[config.mk]
export PLATFORM = sky130hd
export DESIGN_NAME = param_scan_mux
export DESIGN_NICKNAME = d
export VERILOG_FILES = /design/src/rtl/pkg_mux.sv /design/src/rtl/scan_ctr.sv /design/src/rtl/param_scan_mux.sv
export SDC_FILE = /design/constraint.sdc
export NUM_CORES = 1
export LEC_CHECK = 0
export BUFFER_PORTS_ARGS = -buffer_cell sky130_fd_sc_hd__buf_2
export CORE_MARGIN = 4
export CORE_UTILIZATION = 46
export CTS_CLUSTER_SIZE = 12
export DETAILED_ROUTE_END_ITERATION = 10
export PLACE_DENSITY = 0.77
export SYNTH_ARGS = -nofsm -noshare
export SYNTH_HDL_FRONTEND = slang
export SYNTH_SLANG_ARGS = --single-unit
[constraint.sdc]
create_clock -name CLK -period 2.4 [get_ports CLK]
set_input_delay 0.12 -clock CLK [delete_from_list [all_inputs] [get_ports CLK]]
set_output_delay 0.12 -clock CLK [all_outputs]
set_load 0.05 [all_outputs]
[src/rtl/pkg_mux.sv]
// Shared definitions for the parametrised scan multiplexer: mode encodings,
// controller state type and a constant-evaluable ceil(log2) helper.
package pkg_mux;

    localparam logic MODE_MANUAL = 1'b0;
    localparam logic MODE_SCAN   = 1'b1;

    typedef enum logic [1:0] {
        IDLE   = 2'd0,
        MANUAL = 2'd1,
        SCAN   = 2'd2
    } state_t;

    // ceil(log2(n)); callers guarantee n >= 2
    function automatic int clog2(input int n);
        int r;
        r = 0;
        while ((1 << r) < n) begin
            r = r + 1;
        end
        return r;
    endfunction

endpackage

[src/rtl/scan_ctr.sv]
// Scan sequencer: channel pointer plus dwell down-counter. Exposes the
// post-edge pointer and wrap flag so the output stage registers them in step.
module scan_ctr #(
    parameter int NCH     = 32,
    parameter int DWELL_W = 4,
    parameter int SW      = 5
) (
    input  logic               clk,
    input  logic               rst,
    input  logic               load,
    input  logic               step,
    input  logic [DWELL_W-1:0] dwell_in,
    output logic [SW-1:0]      ptr_next,
    output logic               wrap_next
);

    localparam logic [SW-1:0] LAST = SW'(NCH - 1);

    logic [SW-1:0]      ptr_reg;
    logic [DWELL_W-1:0] cnt_reg;
    logic [DWELL_W-1:0] cnt_next;

    always_comb begin
        ptr_next  = ptr_reg;
        cnt_next  = cnt_reg;
        wrap_next = 1'b0;
        if (load) begin
            ptr_next = '0;
            cnt_next = dwell_in;
        end else if (step) begin
            // dwell is only sampled here, so mid-slot changes wait for the next channel
            if (cnt_reg == '0) begin
                cnt_next = dwell_in;
                if (ptr_reg == LAST) begin
                    ptr_next  = '0;
                    wrap_next = 1'b1;
                end else begin
                    ptr_next = ptr_reg + SW'(1);
                end
            end else begin
                cnt_next = cnt_reg - DWELL_W'(1);
            end
        end
    end

    always_ff @(posedge clk or posedge rst) begin
        if (rst) begin
            ptr_reg <= '0;
            cnt_reg <= '0;
        end else begin
            ptr_reg <= ptr_next;
            cnt_reg <= cnt_next;
        end
    end

endmodule

[src/rtl/param_scan_mux.sv]
// Registered NCH:1 multiplexer of W-bit lanes with manual select or an
// auto-scan sequencer; every sample carries its channel index and a valid flag.
module param_scan_mux
    import pkg_mux::*;
#(
    parameter int  NCH     = 32,
    parameter int  W       = 1,
    parameter int  DWELL_W = 4,
    localparam int SW      = clog2(NCH)
) (
    input  logic               CLK,
    input  logic               RST,
    input  logic [NCH*W-1:0]   X,
    input  logic [SW-1:0]      XS,
    input  logic               XEN,
    input  logic               MODE,
    input  logic [DWELL_W-1:0] DWELL,
    output logic [W-1:0]       XOUT,
    output logic [SW-1:0]      XCH,
    output logic               XVALID,
    output logic               WRAP
);

    localparam int             NSLOT = 1 << SW;
    localparam logic [SW:0]    NCH_V = (SW + 1)'(NCH);

    state_t        state_reg;
    state_t        state_next;
    logic [W-1:0]  ch [NSLOT];
    logic [W-1:0]  xout_reg;
    logic [W-1:0]  xout_next;
    logic [SW-1:0] xch_reg;
    logic [SW-1:0] xch_next;
    logic          xvalid_reg;
    logic          xvalid_next;
    logic          wrap_reg;
    logic          wrap_next;
    logic          scan_load;
    logic          scan_step;
    logic [SW-1:0] ptr_next;
    logic          ctr_wrap;
    logic          sel_ok;

    // Unused select codes above NCH-1 read a constant zero lane
    genvar gi;
    generate
        for (gi = 0; gi < NSLOT; gi++) begin : g_ch
            if (gi < NCH) begin : g_live
                assign ch[gi] = X[gi*W +: W];
            end else begin : g_pad
                assign ch[gi] = '0;
            end
        end
    endgenerate

    always_ff @(posedge CLK or posedge RST) begin
        if (RST) begin
            state_reg <= IDLE;
        end else begin
            state_reg <= state_next;
        end
    end

    always_comb begin
        state_next = IDLE;
        if (XEN) begin
            state_next = (MODE == MODE_SCAN) ? SCAN : MANUAL;
        end
    end

    // Any entry into SCAN restarts at channel 0; there is no resume
    assign scan_load = (state_next == SCAN) && (state_reg != SCAN);
    assign scan_step = (state_next == SCAN) && (state_reg == SCAN);
    assign sel_ok    = {1'b0, XS} < NCH_V;

    scan_ctr #(
        .NCH     (NCH),
        .DWELL_W (DWELL_W),
        .SW      (SW)
    ) u_scan_ctr (
        .clk       (CLK),
        .rst       (RST),
        .load      (scan_load),
        .step      (scan_step),
        .dwell_in  (DWELL),
        .ptr_next  (ptr_next),
        .wrap_next (ctr_wrap)
    );

    always_comb begin
        xout_next   = '0;
        xch_next    = '0;
        xvalid_next = 1'b0;
        wrap_next   = 1'b0;
        case (state_next)
            MANUAL: begin
                xout_next   = ch[XS];
                xch_next    = XS;
                xvalid_next = sel_ok;
            end
            SCAN: begin
                xout_next   = ch[ptr_next];
                xch_next    = ptr_next;
                xvalid_next = 1'b1;
                wrap_next   = ctr_wrap;
            end
            default: begin
            end
        endcase
    end

    always_ff @(posedge CLK or posedge RST) begin
        if (RST) begin
            xout_reg   <= '0;
            xch_reg    <= '0;
            xvalid_reg <= 1'b0;
            wrap_reg   <= 1'b0;
        end else begin
            xout_reg   <= xout_next;
            xch_reg    <= xch_next;
            xvalid_reg <= xvalid_next;
            wrap_reg   <= wrap_next;
        end
    end

    assign XOUT   = xout_reg;
    assign XCH    = xch_reg;
    assign XVALID = xvalid_reg;
    assign WRAP   = wrap_reg;

endmodule

# [Word level (Yosys, flattened, before mapping)]
# Cells that the tools add are included.
[word_totals] wordCells=46 out_inout_bits=8 input_bits=45 reg_bits=19
[classes] reduce_logical=5 eq_ne=5 order_cmp=2 n_bitwise=2 add_sub_neg=2 mux=23
[op_table] op="$mux 5" n=4
[op_table] op="$ge 6x6->1 const B" n=2
[op_table] op="$mux 4" n=3
[op_table] op="$not 5->6" n=2
[op_table] op="$bmux 1 s5" n=2
[op_table] op="$mux 1" n=10
[op_table] op="$pmux 5 s2" n=1
[op_table] op="$add 5x1->5 const B" n=1
[op_table] op="$eq 5x5->1 const B" n=1
[op_table] op="$eq 2x2->1 const B" n=2
[op_table] op="$logic_not 4->1" n=1
[op_table] op="$mux 2" n=2
[op_table] op="$sub 4x1->4 const B" n=1
[op_table] op="$eq 2x1->1 const B" n=1
[op_table] op="$logic_and 1x1->1" n=2
[op_table] op="$ne 2x2->1 const B" n=1
[op_table] op="$pmux 1 s2" n=1
[op_table] op="$reduce_bool 2->1" n=1
[op_table] op="$reduce_or 2->1" n=1

# [Logic depth before layout (Yosys ltp)]
[depth] ltp_word=11 ltp_mapped=12 mapped_depth_nobuf=10

# [Hierarchy]
# From an unflattened synthesis, not the netlist that was laid out.
[unflattened] hier_cells=154 area_unflattened_um2=1552.7
[modules_own_cells] mod="param_scan_mux" instances=1 cells_per_inst=92 seq_area_each_um2=250.2 area_per_inst_um2=1002.2
[modules_own_cells] mod="scan_ctr" instances=1 cells_per_inst=62 seq_area_each_um2=225.2 area_per_inst_um2=550.5

# [Worst setup path before layout]
# OpenSTA, ideal clock, no wires.
[synth_timing] path_kind="reg-to-reg" startpoint="register u_scan_ctr.ptr_reg[0]" endpoint="register xout_reg (netlist: XOUT)" path_buffers=0 setup_ps=132 path_stages_with_launch=11 synth_period_minus_slack_ps=2638 slack_ps=-238 required_ps=2268 arrival_ps=2506 path_cell_list="dfrtp_1 > ha_1 > and3_1 > ha_1 > or4_4 > and2_4 > clkinv_4 > mux2_1 > o211a_1 > o21ai_0 > a32oi_1"
[synth_via] elab_chain_len=10 elab_cells_between_ends=11 classes_between="add/sub (1); eq/ne (1); mux (8); bitwise (1)"
[synth_rtl] item="start, declared" line_no="scan_ctr.sv:19" rtl="logic [SW-1:0] ptr_reg;"
[synth_rtl] item="start signal, assigned" line_no="scan_ctr.sv:51" rtl="ptr_reg <= ptr_next;"
[synth_rtl] item="$add 5x1->5 or $eq 5x5->1 (tied branches)" line_no="scan_ctr.sv:38, scan_ctr.sv:34"
[synth_rtl] item="$mux 5" line_no="scan_ctr.sv:34" rtl="if (ptr_reg == LAST) begin"
[synth_rtl] item="$mux 5" line_no="scan_ctr.sv:32" rtl="if (cnt_reg == '0) begin"
[synth_rtl] item="$mux 5 (*)" line_no="scan_ctr.sv:30" rtl="end else if (step) begin"
[synth_rtl] item="$mux 5 (*)" line_no="scan_ctr.sv:27" rtl="if (load) begin"
[synth_rtl] item="$not 5->6 (not written as such) (*)" line_no="param_scan_mux.sv:102" rtl="xout_next = ch[ptr_next];"
[synth_rtl] item="$bmux 1 s5 (*)" line_no="param_scan_mux.sv:102"
[synth_rtl] item="$mux 1 (not written as such) (*) (2 in a row)" line_no="param_scan_mux.sv:102"
[synth_rtl] item="$pmux 1 s2 (*)" line_no="param_scan_mux.sv:95" rtl="case (state_next)"
[synth_rtl] item="via xout_next" line_no="param_scan_mux.sv:31" rtl="logic [W-1:0] xout_next;"
[synth_rtl] item="end signal, assigned" line_no="param_scan_mux.sv:119" rtl="xout_reg <= xout_next;"
[synth_rtl] item="end, declared" line_no="param_scan_mux.sv:30" rtl="logic [W-1:0] xout_reg;"
# Mark *: on every way through the listed nets, which the timed path passes. The rest lies on a longest branch. The select of a mux whose other input is x is not followed.
# A chain may end at the register's enable or synchronous reset.

# [Final worst setup path]
[layout_timing] startpoint="register u_scan_ctr.cnt_reg[0]" endpoint="register xout_reg (netlist: XOUT)"
[layout_via] elab_chain_len=9
[layout_rtl] item="start, declared" line_no="scan_ctr.sv:20" rtl="logic [DWELL_W-1:0] cnt_reg;"
[layout_rtl] item="start signal, assigned" line_no="scan_ctr.sv:52" rtl="cnt_reg <= cnt_next;"
[layout_rtl] item="$logic_not 4->1" line_no="scan_ctr.sv:32"
[layout_rtl] item="$mux 5" line_no="scan_ctr.sv:32"
[layout_rtl] item="$mux 5" line_no="scan_ctr.sv:30"
[layout_rtl] item="$mux 5" line_no="scan_ctr.sv:27"
[layout_rtl] item="$not 5->6 (not written as such)" line_no="param_scan_mux.sv:102"
[layout_rtl] item="$bmux 1 s5" line_no="param_scan_mux.sv:102"
[layout_rtl] item="$mux 1 (not written as such) (2 in a row)" line_no="param_scan_mux.sv:102"
[layout_rtl] item="$pmux 1 s2" line_no="param_scan_mux.sv:95"
[layout_rtl] item="via xout_next" line_no="param_scan_mux.sv:31"
# The timed path passes the listed nets, and every way through them passes these cells. The select of a mux whose other input is x is not followed.

==> results by group <==
Critical path
  – Reg2reg start: u_scan_ctr.cnt_reg[0]
  – Largest fanout on the critical path: 7
  – Startpoint types: flip-flop
  – CP Capture Type: flip-flop
  – R2r setup slk: -0.15 ns
  – RR Endpoint: XOUT
  – Crit-path cells: inv_2 > ha_4 > or3b_4 > or4_4 > and2_4 > clkinv_8 > nand2_1 > a32o_1 > o311a_1 > a32oi_1
  – Data arrival, critical path: 2.77 ns
  – Crit Path Class: flip-flop to flip-flop
  – R2R depth: 10
  – Data required, critical path: 2.63 ns
  – Critical path endpoint: XOUT
  – Worst Setup SP: u_scan_ctr.cnt_reg[0]
  – Slowest Stage Delay on Critical Path: 0.50 ns
  – Slowest cell on the critical path: or4_4

Yosys
  – Most used DFF post-synth: dfrtp_1
  – Post-synthesis cell type count: 48
  – Top area cells in the synthesized netlist: dfrtp_1, mux2_1, mux2i_1, mux4_2, nand2_1
  – Syn avg cell area: 9.137 um2
  – Ys async rst share: 100.0%
  – Ys Warns: 0
  – Post-synth EDFFs: 0
  – Yosys top cell area share: 29.73%
  – Register bit total from synthesis: 19
  – Top-count cell post-synth: nand2_1
  – Synthesized area: 0.001599 mm2
  – Sequential area share after synthesis: 29.73%
  – Post-synth top cells: nand2_1, dfrtp_1, nor2_1
  – Cell count after synthesis: 175
  – Area leader, netlist: dfrtp_1
  – Syn nets: 224

Run status
  – Status: complete, but fails checks
  – Violated checks: negative setup slack

CTS
  – CTS sink cnt: 19
  – CTS tree: done
  – Clock Path Buffers: 2
  – Total CTS buffers: 3
  – Skew-Pair Late Insertion Delay: 0.30 ns
  – Root Buffer: clkbuf_4
  – Reg clk slew, reported paths: 0.11 ns
  – CTS H-Tree Depth: 1

Power and ir drop
  – Worst VDD drop: 0.1929 mV
  – Pwr/cell area: 396.5 mW/mm2
  – Final Total Pwr: 894.1 uW
  – Static Leak: 1.090 nW

Cells and area
  – # diodes: 0
  – Filler cell count in the final layout: 281
  – Share of post-route cells with drive strength above 1: 42.47%
  – Fin area: 0.002255 mm2
  – Util after Layout: 67.57%
  – Synthesis-to-layout area growth: 41.00%
  – Fin cells: 305
  – Multi-input logic area: 0.001097 mm2
  – # nets final: 309
  – Register Area: 475.5 um2

GRT
  – Largest net degree at the start of global routing: 20
  – Vias in the first global route: 1585
  – Initial antenna violation count: 0
  – Global-route wire length before repair: 7.162 mm
  – Congestion Overflow GR: 0
  – GR Util All Layers: 21.31%

Route
  – Initial drt markers: 90
  – Avg WL per Cell: 14.76 um
  – Antenna Nets Post-Route: 0
  – Drt pass-1 iters: 4
  – WL final: 4.501 mm
  – Total number of vias: 1691
  – DR vias/cell: 5.544
  – Residual DRC count: 0

STA
  – Final Slew Violations: 0
  – Min cycle time layout: 2.548 ns
  – Worst-margin pin slew: 0.7266 ns
  – Final Worst Setup Slack: -0.1483 ns
  – Fmax: 0.3924 GHz
  – Relative slew slack: 51.51%
  – Hold_ws: 0.02203 ns
  – Setup TNS: -0.1483 ns
  – Finish-stage setup viols: 1
  – Clock skew: 0.007227 ns
  – Period utilisation layout: 106.2%
  – Final Hold Fails: 0
  – Setup repair after global routing missed its margin: true

Place
  – Pre-CTS WS: -0.2081 ns
  – IO buf count: 52
  – Post-DP HPWL: 3.551 mm
  – Placed insts: 294
  – Placed cell areas: 0.002107 mm2
  – Gpl congestion: 0.8759

Die
  – Core region area: 0.003337 mm2
  – Initial core utilization: 47.92%
  – I/O pin total: 53
  – Total die area: 0.004484 mm2
  – DIE HEIGHT: 66.96 um
  – Die W: 66.96 um
  – FP Rows: 21

Flow run
  – Max_cap viols: 0

Min path
  – Hold WC Path Type: input port to flip-flop
[power by group]
part	switching, mW	internal (mW)
clock	0.0985	0.0647
combinational	0.187	0.191
sequential	0.0112	0.341
total	0.297	0.597
[worst max-delay path, delay by kind of cell (launching register included)]
kind,cells,cell delay [ns]
flops,1,0.40
buf+inv,2,0.15
simple gates,4,1.11
compound gates,3,0.69
fa+ha+maj,1,0.12
[worst min-delay path by stage]
| stage | from | to | depth (start not counted) |
|---|---|---|---|
| 3_3_place_gp | RST | XCH[2] | 2 |
| 5_1_grt | XEN | XVALID | 1 |
| 6_report | XEN | XVALID | 1 |
| 3_5_place_dp | RST | XCH[2] | 2 |
| 4_1_cts | XEN | XVALID | 1 |
| 2_1_floorplan | RST | WRAP | 1 |
[kinds of logic after synthesis]
| group | synth area share (%) |
|---|---|
| AO/OA/AOI/OAI | 22.69 |
| multiplexers | 18.94 |
| AND/OR/NAND/NOR | 20.34 |
| buffers and inverters | 5.164 |
| flip-flops | 29.73 |
| adder cells (fa/ha/maj) | 3.130 |
[cell usage in the layout (no fill, tap or decap), types with 2 or more instances in the layout]
cell type / count
buf_2: 52
buf_4: 31
nand2_1: 20
dfrtp_1: 19
nor2_1: 12
mux2i_1: 10
mux2_1: 9
a21oi_1: 7
o21ai_0: 5
nand2b_1: 5
a21boi_0: 5
nor2b_1: 4
nand3_1: 4
inv_1: 4
mux4_2: 4
o22ai_1: 4
a211oi_1: 4
inv_2: 3
a31oi_1: 3
o21ai_1: 3
nor3_1: 3
clkbuf_4: 3
and2_1: 2
nor3b_1: 2
a22oi_1: 2
nor4b_1: 2
a32oi_1: 2
o211ai_1: 2
o211a_1: 2
ha_4: 2
buf_8: 2
buf_6: 2
[repair_timing]
action	CTS	global route
buffers inserted	4	2
endpoints found under the setup margin	1	1
resized for setup	11	4
pin swaps	7	3
hold buffers	1	0
hold endpoints to repair	19	0
[area by class of cell]
class	count	share of cell area, %
multi-input combinational	140	48.67
timing repair buffer	88	24.64
inverter	8	1.887
clock buffer	4	1.165
tap	46	2.553
sequential	19	21.09
[metal layers]
| metal | global-route usage (%) | vias up | wire length (um) |
|---|---|---|---|
| li1 | - | 830 | - |
| met5 | 0 | - | 0 |
| met1 | 26.81 | 788 | 1820 |
| met2 | 36.14 | 65 | 2303 |
| met3 | 2.867 | 8 | 276 |
| met4 | 9.114 | 0 | 101 |
No activity file was read; power rests on OpenSTA's default activity.
